[src/rtl/ifetch.sv]
// rtl/ifetch.sv - instruction fetch stage: PC, credit-limited imem requests, in-order instruction FIFO
module ifetch #(
    parameter int              XLEN     = 32,
    parameter logic [XLEN-1:0] RESET_PC = '0,
    parameter int              DEPTH    = 2
) (
    input  logic            clk,
    input  logic            rst_n,
    output logic            imem_req,
    output logic [XLEN-1:0] imem_addr,
    input  logic            imem_gnt,
    input  logic            imem_rvalid,
    input  logic [31:0]     imem_rdata,
    input  logic            redirect,
    input  logic [XLEN-1:0] redirect_pc,
    output logic            inst_valid,
    input  logic            inst_ready,
    output logic [31:0]     inst,
    output logic [XLEN-1:0] inst_pc,
    output logic [6:0]      opcode
);

    localparam int PW = $clog2(DEPTH);
    localparam int CW = PW + 1;
    localparam logic [CW:0] DEPTH_C = (CW+1)'(DEPTH);

    typedef enum logic [1:0] {IDLE, FETCH, FLUSH} state_t;

    state_t          state, state_nxt;
    logic [XLEN-1:0] fetch_pc, resp_pc, target;
    logic [CW-1:0]   occupancy, outstanding, discard;
    logic [CW-1:0]   outstanding_nxt, discard_nxt;
    logic [CW:0]     used;
    logic [PW-1:0]   wr_ptr, rd_ptr;
    logic [31:0]     mem_data [DEPTH];
    logic [XLEN-1:0] mem_pc [DEPTH];
    logic            hold, credit, redir, grant, rsp, drop, push, pop, pop_req;

    assign target  = redirect_pc & ~XLEN'(3);
    assign redir   = redirect && (state != IDLE);
    assign pop_req = inst_valid && inst_ready;
    assign pop     = pop_req && !redir;
    assign grant   = imem_req && imem_gnt;
    // rvalid with nothing outstanding is a protocol error and is ignored
    assign rsp     = imem_rvalid && (outstanding != '0);
    assign drop    = rsp && (discard != '0);
    assign push    = rsp && !drop && !redir;

    // A slot popped this cycle counts as free; a held request keeps req/addr stable until granted
    assign used     = {1'b0, occupancy} + {1'b0, outstanding};
    assign credit   = used < (DEPTH_C + (CW+1)'(pop_req));
    assign imem_req = (state == FETCH) && (hold || credit);
    assign imem_addr = fetch_pc;

    assign outstanding_nxt = outstanding + CW'(grant) - CW'(rsp);
    assign discard_nxt     = redir ? outstanding_nxt : discard - CW'(drop);

    assign inst_valid = occupancy != '0;
    assign inst       = mem_data[rd_ptr];
    assign inst_pc    = mem_pc[rd_ptr];
    assign opcode     = inst[6:0];

    always_comb begin
        state_nxt = state;
        case (state)
            IDLE:    state_nxt = FETCH;
            FETCH,
            FLUSH: begin
                if (redir)
                    state_nxt = (outstanding_nxt != '0) ? FLUSH : FETCH;
                else if ((state == FLUSH) && (discard_nxt == '0))
                    state_nxt = FETCH;
            end
            default: state_nxt = IDLE;
        endcase
    end

    always_ff @(posedge clk or negedge rst_n) begin
        if (!rst_n) begin
            state       <= IDLE;
            fetch_pc    <= RESET_PC;
            resp_pc     <= RESET_PC;
            occupancy   <= '0;
            outstanding <= '0;
            discard     <= '0;
            hold        <= 1'b0;
            wr_ptr      <= '0;
            rd_ptr      <= '0;
            for (int i = 0; i < DEPTH; i++) begin
                mem_data[i] <= '0;
                mem_pc[i]   <= '0;
            end
        end else begin
            state       <= state_nxt;
            outstanding <= outstanding_nxt;
            discard     <= discard_nxt;
            hold        <= imem_req && !imem_gnt && !redir;
            if (redir) begin
                fetch_pc  <= target;
                resp_pc   <= target;
                occupancy <= '0;
                wr_ptr    <= '0;
                rd_ptr    <= '0;
            end else begin
                if (grant)
                    fetch_pc <= fetch_pc + XLEN'(4);
                if (push) begin
                    mem_data[wr_ptr] <= imem_rdata;
                    mem_pc[wr_ptr]   <= resp_pc;
                    wr_ptr           <= wr_ptr + PW'(1);
                    resp_pc          <= resp_pc + XLEN'(4);
                end
                if (pop)
                    rd_ptr <= rd_ptr + PW'(1);
                occupancy <= occupancy + CW'(push) - CW'(pop);
            end
        end
    end

endmodule

[config.mk]
export PLATFORM = sky130hd
export DESIGN_NAME = ifetch
export DESIGN_NICKNAME = d
export VERILOG_FILES = /design/src/rtl/ifetch.sv
export SDC_FILE = /design/constraint.sdc
export NUM_CORES = 1
export LEC_CHECK = 0
export CORE_MARGIN = 2
export CORE_UTILIZATION = 48
export DETAILED_ROUTE_END_ITERATION = 6
export MAX_ROUTING_LAYER = met4
export PLACE_DENSITY = 0.87
export SLEW_MARGIN = 0
export SYNTH_ARGS = -nofsm -noshare
export SYNTH_HDL_FRONTEND = slang
export SYNTH_SLANG_ARGS = --single-unit
[constraint.sdc]
create_clock -name clk -period 2.7 [get_ports clk]
set_input_delay 0.27 -clock clk [delete_from_list [all_inputs] [get_ports clk]]
set_output_delay 0.27 -clock clk [all_outputs]
set_load 0.01 [all_outputs]
Yosys cells after proc, flatten, opt, wreduce, memory -nomap -nowiden
Cells that the tools add are included.
{ "word_totals": {"reg_bits": 203, "inputBits": 70, "out_inout_bits": 105, "word_cells": 87} }
{ "classes": {"add_sub_neg": 11, "magnitude_cmp": 4, "eq_ne": 3, "muxes": 24, "n_bitwise": 3, "n_reduce_logical": 29} }
{ "ops": {"columns": ["op", "n"], "rows": [
  ["$mux 32", 11],
  ["$bwmux 64", 2],
  ["$add 32x3->32 const B", 2],
  ["$demux 32 s1", 1],
  ["$reduce_bool 2->1", 8],
  ["$logic_and 1x1->1", 13],
  ["$mux 2", 5],
  ["$sub 2x1->2", 3],
  ["$add 2x1->2", 2],
  ["$ge 2x2->1 const B", 2],
  ["$logic_not 2->1", 2],
  ["$mux 1", 4],
  ["$not 1->2", 2],
  ["$pmux 2 s2", 1],
  ["$add 2x1->3 const A", 1],
  ["$add 2x2->3", 1],
  ["$logic_not 1->1", 3],
  ["$lt 3x3->1", 1],
  ["$ne 3x3->1 const B", 1],
  ["$add 1x1->1 const B", 2],
  ["$eq 2x1->1 const B", 1],
  ["$eq 2x2->1 const B", 1],
  ["$lt 2x1->1 const B", 1],
  ["$reduce_and 2->1", 1],
  ["other kinds (3)", 3]
]} }

Logic depth before layout (Yosys ltp)
Gate-level depths: netlist of the first run.
{ "depth": {"depth_word": 15, "ltp_mapped": 13, "mapped_depth_nobuf": 12} }

Worst setup path before layout of the first run
Ideal clock, no wire load.
{ "synth_path": {"kind": "flip-flop to flip-flop", "start": "register occupancy[0]", "end": "register state[1]", "setup_time_ps": 101, "t_arrival_ps": 2791, "required_ps": 2599, "slack_ps": -191, "stages_incl_launch_ff": 12, "n_path_buf": 0, "period_less_slack_ps": 2891, "path_cell_list": "dfrtp_1 -> ha_1 -> fa_1 -> o31ai_1 -> nand3_1 -> ha_1 -> inv_1 -> ha_1 -> xnor2_1 -> xnor2_1 -> o21ai_0 -> o32ai_1"} }
{ "synth_via": {"elab_chain_cells": 13, "word_cells_on_any_way": 18, "cone_classes": "add/sub (4); order compare (1); eq/ne (1); mux (4); reduce/logical (8)"} }
{ "synth_rtl": {"columns": ["item", "line_no", "source"], "rows": [
  ["start, declared", "31", "logic [CW-1:0] occupancy, outstanding, discard;"],
  ["start signal, assigned", "115", "occupancy <= occupancy + CW'(push) - CW'(pop);"],
  ["$reduce_bool 2->1", "58", "assign inst_valid = occupancy != '0;"],
  ["$logic_and 1x1->1", "41", "assign pop_req = inst_valid && inst_ready;"],
  ["$add 2x1->3", "51", "assign credit = used < (DEPTH_C + (CW+1)'(pop_req));"],
  ["$lt 3x3->1 *", "51", null],
  ["$logic_or 1x1->1 *", "52", "assign imem_req = (state == FETCH) && (hold || credit);"],
  ["$logic_and 1x1->1 *", "52", null],
  ["$logic_and 1x1->1 *", "43", "assign grant = imem_req && imem_gnt;"],
  ["$add 2x1->2 *", "55", "assign outstanding_nxt = outstanding + CW'(grant) - CW'(rsp);"],
  ["$sub 2x1->2 *", "55", null],
  ["net outstanding_nxt[1]", "32", "logic [CW-1:0] outstanding_nxt, discard_nxt;"],
  ["$reduce_bool 2->1 or $mux 2 (tied branches)", "70, 56", null],
  ["$mux 2 or $logic_not 2->1 (tied branches)", "70, 71", null],
  ["$mux 2 or $logic_and 1x1->1 (tied branches)", "69, 71", null],
  ["$pmux 2 s2 or $ne 3x3->1 (tied branches)", null, null],
  ["end signal, assigned", "94", "state <= state_nxt;"],
  ["end, declared", "29", "state_t state, state_nxt;"]
]} }
The timed path passes the listed nets; every way through them passes the cells marked *.
A chain may end at the register's enable or synchronous reset.

Worst setup path in the final report of the first run
{ "layout_path": {"start": "register outstanding[0]", "end": "register state[0]"} }
{ "layout_via": {"elab_chain_cells": 11, "word_cells_on_any_way": 19, "cone_classes": "add/sub (4); order compare (1); eq/ne (1); mux (4); reduce/logical (9)"} }
{ "layout_rtl": {"columns": ["item", "line_no", "source"], "rows": [
  ["start, declared", "31", null],
  ["start signal, assigned", "95", "outstanding <= outstanding_nxt;"],
  ["$add 2x2->3", "50", "assign used = {1'b0, occupancy} + {1'b0, outstanding};"],
  ["$lt 3x3->1", "51", null],
  ["$logic_or 1x1->1", "52", null],
  ["$logic_and 1x1->1", "52", null],
  ["$logic_and 1x1->1", "43", null],
  ["$add 2x1->2", "55", null],
  ["$sub 2x1->2 *", "55", null],
  ["net outstanding_nxt[1]", "32", null],
  ["$reduce_bool 2->1 or $mux 2 (tied branches)", "70, 56", null],
  ["$mux 2 or $logic_not 2->1 (tied branches)", "70, 71", null],
  ["$mux 2 or $logic_and 1x1->1 (tied branches)", "69, 71", null],
  ["$pmux 2 s2 or $ne 3x3->1 (tied branches)", null, null]
]} }
Marks and branches as above.

==> flow_metrics.tcl, run 1 <==
set metrics [dict create \
    maxCapViolCount 0 \
    drcViolationCount 0 \
    groute.usage.overall_pct 23.6 \
    die_height_um 147 \
    crit-reg2reg-capture "state[0]" \
    chipWidth_um 147 \
    dr.pass1.iters 5 \
    violations_in_the_final_reports "negative setup slack" \
    dr_total_vias 7724 \
    finalWeightedCongestion 0.871 \
    cts.sink_count 195 \
    initial_core_util_pct 48.7 \
    ys_seq_area_share_pct 49.6 \
    final_cell_count_no_fill 1300 \
    synth-warning-count 0 \
    insertion_delay_ns 0.44 \
    drive_gt1_share_pct 26.5 \
    slew-limit-headroom_pct 59.7 \
    run_status "finished with violations" \
    worst_setup_hold_path_clk_slew_ns 0.08 \
    max_stage_delay_cell_worst_path "fa_2" \
    clock-root-buffer "clkbuf_16" \
    cp.buffers_inverters 2 \
    global_route_wire_length_before_repair_mm 39.9 \
    net_switching_share_of_the_total_power_pct 36.2 \
    synthesis.area_mm2 0.00983 \
    hold_violations 0 \
    r2r-start "outstanding[0]" \
    critical-path-top-delay-family "adder cells" \
    pwr_density_cell_mw_per_mm2 1130 \
    internal-power_mw 9.05 \
    area_growth_syn_to_layout_pct 27.8 \
    antenna_found_initial 0 \
    minimum_setup_slack_among_reg_to_reg_paths_ns -0.07 \
    dp_hpwl_mm 16.5 \
    fill_cells 1592 \
    seq_power_share_pct 35.8 \
    cts_htree_levels 4 \
    overflow 0 \
    asyncSetResetFlopFracSynth_pct 100 \
    clk_path_buf_depth 2 \
    fin_nets 1101 \
    critical_path.startpoint_type "flip-flop" \
    tritoncts.num_buffers 17 \
    finalHoldWorstSlack_ns 0.426 \
    synth_edf_count 0 \
    hold_class "in -> async" \
    placeableCoreArea_mm2 0.0202 \
    post-layout-total-power_mw 14.2 \
    wl_per_cell_um 18.8 \
    synthTopCellsByArea "dfrtp_1 (50%), mux2_2 (21%), nor2_1 (2.6%)" \
    final_antenna_net_count 0 \
    dominantRegCellSynth "dfrtp_1" \
    synth.lib_cells_used.distinct 52 \
    num_io_pins 175 \
    fin_skew_ns 0.0180 \
    placement_rows 52 \
    maxSlewViolCount 0 \
    worst_pin_slew_ns 0.604 \
    cts_tree "built" \
    worstPathArrival_ns 3.15 \
    required_ns 3.08 \
    grt_max_degree 77 \
    p_leak_nw 5.22 \
    grt_pass1_vias 7712 \
    fin_area_mm2 0.0126 \
    netlist.area_leader.share_pct 49.6 \
    critical_path.max_fanout 2 \
    minimum_clock_period_ns 2.77 \
    timing.setup.tns_ns -0.140 \
    end_kind "flip-flop" \
    n_antenna_cell 0 \
    dp.cells 1263 \
    clock.fmax_ghz 0.361 \
    total_routed_wirelength_mm 24.5 \
    syn-mean-instance-area_um2 11.4 \
    postSynthRegisterBits 195 \
    postSynthCellCount 861 \
    finalCritPeriodShare_pct 103 \
    io_buffer_count 168 \
    dr.first_iter.drc_count 591 \
    switching_power_mw 5.12 \
    vias_per_cell 5.94 \
    clkPwrFrac_pct 17.3 \
    rr_worst_depth 13 \
    cp_max_stage_delay_ns 0.46 \
    fp.dieArea_mm2 0.0216 \
    final_critical_path_setup_slack_ns -0.0712 \
    setup_violations 2 \
    timing.setup.critical_path_class "reg -> reg" \
    setup_repair_after_global_routing_missed_its_margin "yes" \
    dpl-instance-area_mm2 0.0119 \
    power.ir.vdd_worst_mv 0.634 \
    synth_top_cell_by_area "dfrtp_1" \
    power.share.combinational_pct 46.9 \
    crit_path_cell_trace "ha_2 > fa_2 > o21ba_4 > o31ai_4 > nand3_1 > ha_1 > inv_1 > ha_2 > xnor2_2 > xnor2_2 > o21ai_2 > buf_4 > o211a_1" \
]
-- placed cells by master, fill, tap and decap left out, drive strengths merged, types with 21 or more instances in the layout --
master | Yosys | routed
dfrtp | 195 | 195
mux2 | 186 | 186
clkdlybuf4s50 | 0 | 166
nor2 | 67 | 67
nand2 | 34 | 34
buf | 30 | 33
a211oi | 32 | 32
nand4 | 24 | 24
nor4 | 23 | 23
nand3 | 22 | 22
a31oi | 21 | 21
clkbuf | 37 | 21
-- how the worst max path moves through the flow --
stage	from	end	slack (ns)	cells past startpoint
after floorplan	occupancy[0]	state[1]	0.03	12
after global placement	occupancy[0]	state[1]	0.007	12
after detailed placement	occupancy[0]	state[1]	-0.16	12
after CTS	occupancy[0]	state[1]	-0.02	12
after global routing	outstanding[0]	state[0]	-0.19	13
final	outstanding[0]	state[0]	-0.07	13
-- area by class of cell --
class	instances	area, um2	area share [%]
tap	270	338	2.69
sequential	195	4880	38.8
clock buffer	20	467	3.71
inverter	11	41.3	0.329
timing repair buffer	202	2030	16.2
multi-input combinational	591	4700	37.4
clock inverter	11	103	0.817
-- cell usage after synthesis (2+ instances only) --
| library cell | count |
|---|---|
| a211o_1 | 9 |
| a211oi_1 | 32 |
| a21o_1 | 6 |
| a21oi_1 | 11 |
| a31oi_1 | 21 |
| and2_1 | 5 |
| and3_1 | 7 |
| and4_1 | 12 |
| buf_1 | 3 |
| buf_2 | 16 |
| buf_4 | 11 |
| clkbuf_1 | 37 |
| dfrtp_1 | 195 |
| ha_1 | 12 |
| inv_1 | 11 |
| mux2_2 | 186 |
| mux2i_1 | 2 |
| nand2_1 | 34 |
| nand3_1 | 22 |
| nand4_1 | 24 |
| nor2_1 | 67 |
| nor3_1 | 15 |
| nor3b_1 | 3 |
| nor4_1 | 23 |
| o211ai_1 | 2 |
| o21ai_0 | 14 |
| o21ai_1 | 2 |
| o2bb2ai_1 | 4 |
| o31ai_1 | 13 |
| or2_0 | 2 |
| or2_2 | 2 |
| or3_1 | 12 |
| or4_1 | 15 |
| xnor2_1 | 7 |
| xor2_1 | 7 |
-- routing by layer --
metal / part of all wire, % / track usage [%]
met3: 5.8 / 4.32
met2: 47 / 36.2
met4: 1.6 / 7.40
met5: 0 / -
met1: 46 / 32.0
-- power by group through the flow --
stage | clock network, mW | registers [mW] | logic, mW
2_1_floorplan | 0 | 4.80 | 3.84
3_3_place_gp | 0 | 4.99 | 6.22
3_5_place_dp | 0 | 5.08 | 6.39
4_1_cts | 2.50 | 5.05 | 6.57
5_1_grt | 2.61 | 5.25 | 7.15
6_report | 2.46 | 5.07 | 6.64
-- flip-flops by register name, summed over array words and instances, names as in the netlist --
| name | count |
|---|---|
| resp_pc | 30 |
| outstanding | 2 |
| discard | 2 |
| wr_ptr | 1 |
| state | 2 |
| mem_pc | 60 |
| imem_addr | 30 |
| mem_data | 64 |
| occupancy | 2 |
| rd_ptr | 1 |
| hold | 1 |
-- logic make-up after synthesis --
logic type      count (synthesis)  share of synthesized area, %
simple gates                  250                          13.6
compound gates                122                          8.62
buf+inv                        78                          3.60
mux                           188                          21.5
fa+ha+maj                      13                          1.73
xor+xnor                       14                          1.25
other cells                     1                        0.0382
flops                         195                          49.6
-- stage by stage --
stage               util, %  setup slack [ns]
finish                 62.3           -0.0712
global route           62.3            -0.188
CTS                    62.1           -0.0179
detailed placement     59.0            -0.156
global placement       59.0           0.00721
floorplan                 -            0.0285
-- what timing repair did --
action	in CTS	in global routing
gates resized for setup	6	9
hold buffers	1	0
cloned	0	0
pin swaps	4	7
endpoints found under the setup margin	3	5
buffers inserted	4	3
endpoints found under the hold margin	70	0
Note: power is estimated with default switching activity, not from simulation.
==> run 2, diff against run 1 <==
--- a/config.mk
+++ b/config.mk
@@ -5,7 +5,7 @@
 export SDC_FILE = /design/constraint.sdc
 export NUM_CORES = 1
 export LEC_CHECK = 0
-export CORE_MARGIN = 2
+export CAP_MARGIN = 10
 export CORE_UTILIZATION = 48
 export DETAILED_ROUTE_END_ITERATION = 6
 export MAX_ROUTING_LAYER = met4
==> run 2 against run 1 <==
Against the previous run:
- the flow still finishes with violations (negative setup slack)
- worst hold slack improved by 0.0099 ns
- design area fell by 0.44%
- final cell count down 0.85%
- first-iteration DRC count increased by 5.9%
- non-clock buffer count decreased by 7
- count of clock-buffer cells in the layout is 1 higher
- global-route usage decreased by 0.30 points
- fmax down 1.7%
- critical path depth fell by 1
- via count down 0.92%
- largest power group unchanged
==> flow_metrics.tcl, run 2 (synthesized netlist as in run 1, its figures left out) <==
set metrics [dict create \
    total_routed_wirelength_mm 23.5 \
    tritoncts.num_buffers 17 \
    timing.setup.critical_path_class "reg -> reg" \
    setup_repair_after_global_routing_missed_its_margin "yes" \
    final_critical_path_setup_slack_ns -0.120 \
    dr.pass1.iters 6 \
    fp.dieArea_mm2 0.0211 \
    insertion_delay_ns 0.44 \
    io_buffer_count 168 \
    area_growth_syn_to_layout_pct 27.3 \
    fin_util_pct 63.2 \
    cts.sink_count 195 \
    clock.fmax_ghz 0.355 \
    drive_gt1_share_pct 26.1 \
    chipWidth_um 145 \
    grt_max_degree 86 \
    n_antenna_cell 0 \
    slew-limit-headroom_pct 56.8 \
    power.ir.vdd_worst_mv 0.657 \
    pre_cts_ws_ns -0.0923 \
    num_io_pins 175 \
    hold_violations 0 \
    seqCellArea_mm2 0.00488 \
    maxSlewViolCount 0 \
    antenna_found_initial 0 \
    timing.setup.tns_ns -0.249 \
    die_height_um 145 \
    register_bank_with_the_most_flops "mem_data" \
    violations_in_the_final_reports "negative setup slack" \
    drcViolationCount 0 \
    groute.usage.overall_pct 23.3 \
    clock-root-buffer "clkbuf_16" \
    setup_violations 3 \
    end_kind "flip-flop" \
    worstPathArrival_ns 3.17 \
    biggestRegsByFlops "mem_data x64, mem_pc x60" \
    layout_commonest_cell "dfrtp_1" \
    initial_core_util_pct 49.7 \
    clk_path_buf_depth 2 \
    overflow 0 \
    post-layout-total-power_mw 14.2 \
    hold_class "in -> async" \
    maxCapViolCount 0 \
    global_route_wire_length_before_repair_mm 38.2 \
    finalWeightedCongestion 0.864 \
    multiInputGateArea_mm2 0.00472 \
    fin_skew_ns 0.0158 \
    final_antenna_net_count 0 \
    pwr_density_cell_mw_per_mm2 1130 \
    fin_nets 1094 \
    dr.first_iter.drc_count 626 \
    cts_htree_levels 4 \
    minimum_clock_period_ns 2.82 \
    dr_total_vias 7653 \
    grt_pass1_vias 7430 \
    vias_per_cell 5.94 \
    dp_hpwl_mm 15.5 \
    placeableCoreArea_mm2 0.0198 \
    worst_pin_slew_ns 0.648 \
    largest_reg_flops 64 \
    fill_cells 1467 \
    p_leak_nw 5.18 \
    cts_tree "built" \
    run_status "finished with violations" \
    wl_per_cell_um 18.2 \
    worst_setup_hold_path_clk_slew_ns 0.07 \
    placement_rows 51 \
    critical_path.max_fanout 2 \
    required_ns 3.05 \
    layout.cells.most_common_list "dfrtp_1 (194), mux2_2 (186), clkdlybuf4s50_1 (166)" \
    finalCritPeriodShare_pct 104 \
    critical_path.startpoint_type "flip-flop" \
]
[run 2: area by class of cell]
cell class                 count  share of cell area [%]
multi-input combinational    591                    37.8
sequential                   195                    39.0
timing repair buffer         195                    15.6
clock buffer                  21                    3.60
tap                          265                    2.65
inverter                      11                   0.330
clock inverter                11                    1.03
[run 2: metrics by stage]
step	hold WS, ns	instances	cell area [um2]
after floorplan	-0.0256	864	9860
after global placement	0.344	1254	11800
after detailed placement	0.349	1254	11800
after CTS	0.448	1289	12500
after global routing	0.472	1289	12500
final	0.436	1289	12500
[run 2: worst paths after layout]
check                                from  slack, ns      endpoint  depth (start not counted)
max                        outstanding[0]      -0.12      state[1]                         12
max in group asynchronous           rst_n       1.38  mem_data[60]                          3
min reg2reg                    mem_pc[16]       0.50    mem_pc[16]                          1
min                                 rst_n       0.44  mem_data[38]                          2
min in group clk           imem_rdata[30]       0.48  mem_data[30]                          2
max reg2reg                outstanding[0]      -0.12      state[1]                         12
[run 2: what timing repair did]
item	CTS	global route
endpoints found under the hold margin	74	0
setup endpoints to repair	3	4
hold buffers	1	0
pin swaps	6	7
buffers inserted	2	0
gates resized for setup	6	13
[run 2: layer usage]
metal	up-vias	track usage, %	wire length [um]
li1	3500	-	-
met5	-	-	0
met4	0	6.53	341
met1	3774	31.5	10700
met3	42	4.59	1470
met2	337	35.6	11000
[run 2: power by group]
group	switching (mW)	internal (mW)	total (mW)	leakage, nW
clock network	1.11	1.40	2.51	0.278
logic	2.94	3.67	6.61	2.46
registers	1.02	4.04	5.06	2.44
total	5.08	9.10	14.2	5.18
[run 2: worst max-delay path, stage by stage, from the launching register on]
cell and delay, ns:
dfrtp_1 0.40, ha_2 0.20, fa_2 0.48, o21ba_4 0.24, o31ai_4 0.07, nand3_2 0.14
ha_4 0.30, inv_2 0.05, ha_4 0.16, xnor2_2 0.17, xnor2_2 0.15, o21ai_2 0.09
o32ai_2 0.26
==> run 3, diff against run 2 <==
--- a/config.mk
+++ b/config.mk
@@ -5,11 +5,12 @@
 export SDC_FILE = /design/constraint.sdc
 export NUM_CORES = 1
 export LEC_CHECK = 0
+export ABC_AREA = 1
 export CAP_MARGIN = 10
-export CORE_UTILIZATION = 48
+export CORE_UTILIZATION = 35
 export DETAILED_ROUTE_END_ITERATION = 6
 export MAX_ROUTING_LAYER = met4
-export PLACE_DENSITY = 0.87
+export PLACE_DENSITY = 0.68
 export SLEW_MARGIN = 0
 export SYNTH_ARGS = -nofsm -noshare
 export SYNTH_HDL_FRONTEND = slang
==> run 3 against run 2 <==
Against the previous run:
- the flow now finishes without violations
- sequential power rose by 2%
- routed wire length rose by 20%
- final cell count rose by 56%
- clock skew fell by 0.0088 ns
- count of clock-buffer cells in the layout fell by 4
- non-clock buffer count fell by 5
- critical path depth fell by 4
- power rose by 3.6%
- worst setup slack improved by 0.26 ns
==> flow_metrics.tcl, run 3 <==
set metrics [dict create \
    tritoncts.num_buffers 17 \
    wl_met1_mm 13.7 \
    layout.cells.most_common_list "nand2_1 (617), dfrtp_1 (194), clkdlybuf4s50_1 (167)" \
    cts_htree_levels 4 \
    biggestRegsByFlops "mem_data x64, mem_pc x60" \
    netlist.area_leader.share_pct 46.1 \
    overflow 0 \
    total_routed_wirelength_mm 28.2 \
    clk_path_buf_depth 2 \
    synthTopCellsByArea "dfrtp_1 (46%), nand2_1 (22%), o21ai_1 (5.1%)" \
    rr_worst_depth 16 \
    worst_pin_slew_ns 0.635 \
    initial_core_util_pct 35.6 \
    die_height_um 176 \
    r2r-start "outstanding[0]" \
    grt_pass1_vias 9172 \
    routed-wl-met3_mm 1.60 \
    groute.usage.overall_pct 19.5 \
    slew-limit-headroom_pct 57.6 \
    pre_cts_ws_ns -0.0309 \
    pwr_density_cell_mw_per_mm2 1120 \
    cts_tree "built" \
    yosys.cell_count.top_type "nand2_1" \
    cts.sink_count 195 \
    required_ns 2.43 \
    clock-root-buffer "clkbuf_16" \
    setup_violations 0 \
    num_io_pins 175 \
    finalWeightedCongestion 0.851 \
    timing.setup.critical_path_class "reg -> out" \
    vias_per_cell 4.79 \
    fin_area_mm2 0.0132 \
    run_status "finished clean" \
    dpl-instance-area_mm2 0.0125 \
    hold_violations 0 \
    final_critical_path_setup_slack_ns 0.142 \
    synth_top_cell_by_area "dfrtp_1" \
    startpoint "outstanding[0]" \
    syn-mean-instance-area_um2 7.22 \
    dr.first_iter.drc_count 726 \
    largest_reg_flops 64 \
    layout_commonest_cell "nand2_1" \
    chipWidth_um 176 \
    power.ir.vdd_worst_mv 0.507 \
    register_bank_with_the_most_flops "mem_data" \
    minimum_clock_period_ns 2.56 \
    end_kind "primary output" \
    global_route_wire_length_before_repair_mm 46.5 \
    critical_path.startpoint_type "flip-flop" \
    insertion_delay_ns 0.43 \
    area_growth_syn_to_layout_pct 24.2 \
    synthesis.area_mm2 0.0106 \
    n_antenna_cell 0 \
    synth.lib_cells_used.distinct 41 \
    dp_hpwl_mm 19.8 \
    fin_skew_ns 0.00704 \
    timing.critical_path.to "imem_req" \
    topRoutingLayerUsed "met4" \
    minimum_setup_slack_among_reg_to_reg_paths_ns 0.16 \
    asyncSetResetFlopFracSynth_pct 100 \
    dominantRegCellSynth "dfrtp_1" \
    critical_path.max_fanout 2 \
    maxCapViolCount 0 \
    postSynthCellCount 1466 \
    crit-reg2reg-capture "state[0]" \
    synth_edf_count 0 \
    drive_gt1_share_pct 5.51 \
    placement_rows 63 \
    finalCritPeriodShare_pct 94.7 \
    post-layout-total-power_mw 14.7 \
    placeableCoreArea_mm2 0.0297 \
    drcViolationCount 0 \
    antenna_found_initial 0 \
    p_leak_nw 6.42 \
    route.met2.wl_mm 12.7 \
    ys_seq_area_share_pct 46.1 \
    final_antenna_net_count 0 \
    worst_setup_hold_path_clk_slew_ns 0.07 \
    fp.dieArea_mm2 0.0310 \
    maxSlewViolCount 0 \
    dr_total_vias 9609 \
    io_buffer_count 168 \
    synth-warning-count 0 \
    postSynthRegisterBits 195 \
    ys_top_cells_by_count "nand2_1 (620), dfrtp_1 (195), inv_1 (133), o21ai_1 (107), nor2_1 (95)" \
    clock.fmax_ghz 0.391 \
    fin_nets 1688 \
    worstPathArrival_ns 2.29 \
    timing.setup.tns_ns 0 \
    hold_class "in -> async" \
    wl_per_cell_um 14.1 \
    dr.pass1.iters 5 \
    grt_max_degree 81 \
]
## run 3: changes by cell type after synthesis, moves of 32 or more
cell	delta
inv_1	+122
nand2_1	+586
a211oi_1	-32
mux2_2	-186
o21ai_1	+105
nand3_1	+64
## run 3: cells by family (layout without fill, tap and decap cells)
family	Yosys count	after routing	synth area share, %
AND/OR/NAND/NOR	832	832	31.8
AO/OA/AOI/OAI	211	211	10.6
buffers and inverters	209	356	9.43
flip-flops	195	195	46.1
adder cells (fa/ha/maj)	13	13	1.61
XOR/XNOR	5	5	0.414
other	1	4	0.0354
## run 3: critical path, stage by stage (launching register included)
cell	delay, ns
dfrtp_1	0.39
ha_2	0.19
fa_1	0.44
nand2_1	0.08
nand2_1	0.06
nand2_2	0.07
nand2_1	0.06
inv_1	0.05
clkdlybuf4s50_1	0.52
## run 3: layout make-up
| type | instances | area, um2 |
|---|---|---|
| fillers | 3054 | 16600 |
| flip-flops and latches | 195 | 4880 |
| multi-input cells | 1065 | 4760 |
| repair buffers | 190 | 1940 |
| inverters | 136 | 510 |
| well taps | 390 | 488 |
| clock buffers | 17 | 425 |
| clock inverters | 13 | 144 |
## run 3: through the flow
step / cells / hold WS (ns) / util, %
6_report: 2006 / 0.416 / 44.3
5_1_grt: 2006 / 0.406 / 44.3
4_1_cts: 2006 / 0.396 / 44.1
3_5_place_dp: 1973 / 0.333 / 42.1
3_3_place_gp: 1973 / 0.323 / 42.1
2_1_floorplan: 1469 / -0.0256 / -
## run 3: worst min-delay path by stage
stage                   start            to  slack (ns)  depth (start not counted)
6_report                rst_n  mem_data[59]        0.42                          2
5_1_grt        imem_rdata[16]  mem_data[48]        0.41                          3
4_1_cts        imem_rdata[28]  mem_data[60]        0.40                          3
3_5_place_dp            rst_n  mem_data[59]        0.33                          1
3_3_place_gp            rst_n  mem_data[59]        0.32                          1
2_1_floorplan           rst_n    discard[0]       -0.03                          0
## run 3: timing repair
item | CTS | global route
pin swaps | 0 | 5
hold endpoints to repair | 68 | 0
gates resized for setup | 1 | 10
setup buffers | 2 | 0
hold buffers | 1 | 0
endpoints found under the setup margin | 2 | 3
## run 3: report_power, final
group          internal (mW)  switching (mW)  leakage [nW]
clock network           1.30            1.20         0.282
logic                   3.07            3.94          3.67
registers               4.17            1.01          2.47
## run 3: metal layers
metal	global-route usage [%]	vias to the layer above
li1	-	4861
met1	27.1	4424
met2	30.0	307
met3	3.06	17
met4	4.02	0
met5	-	-
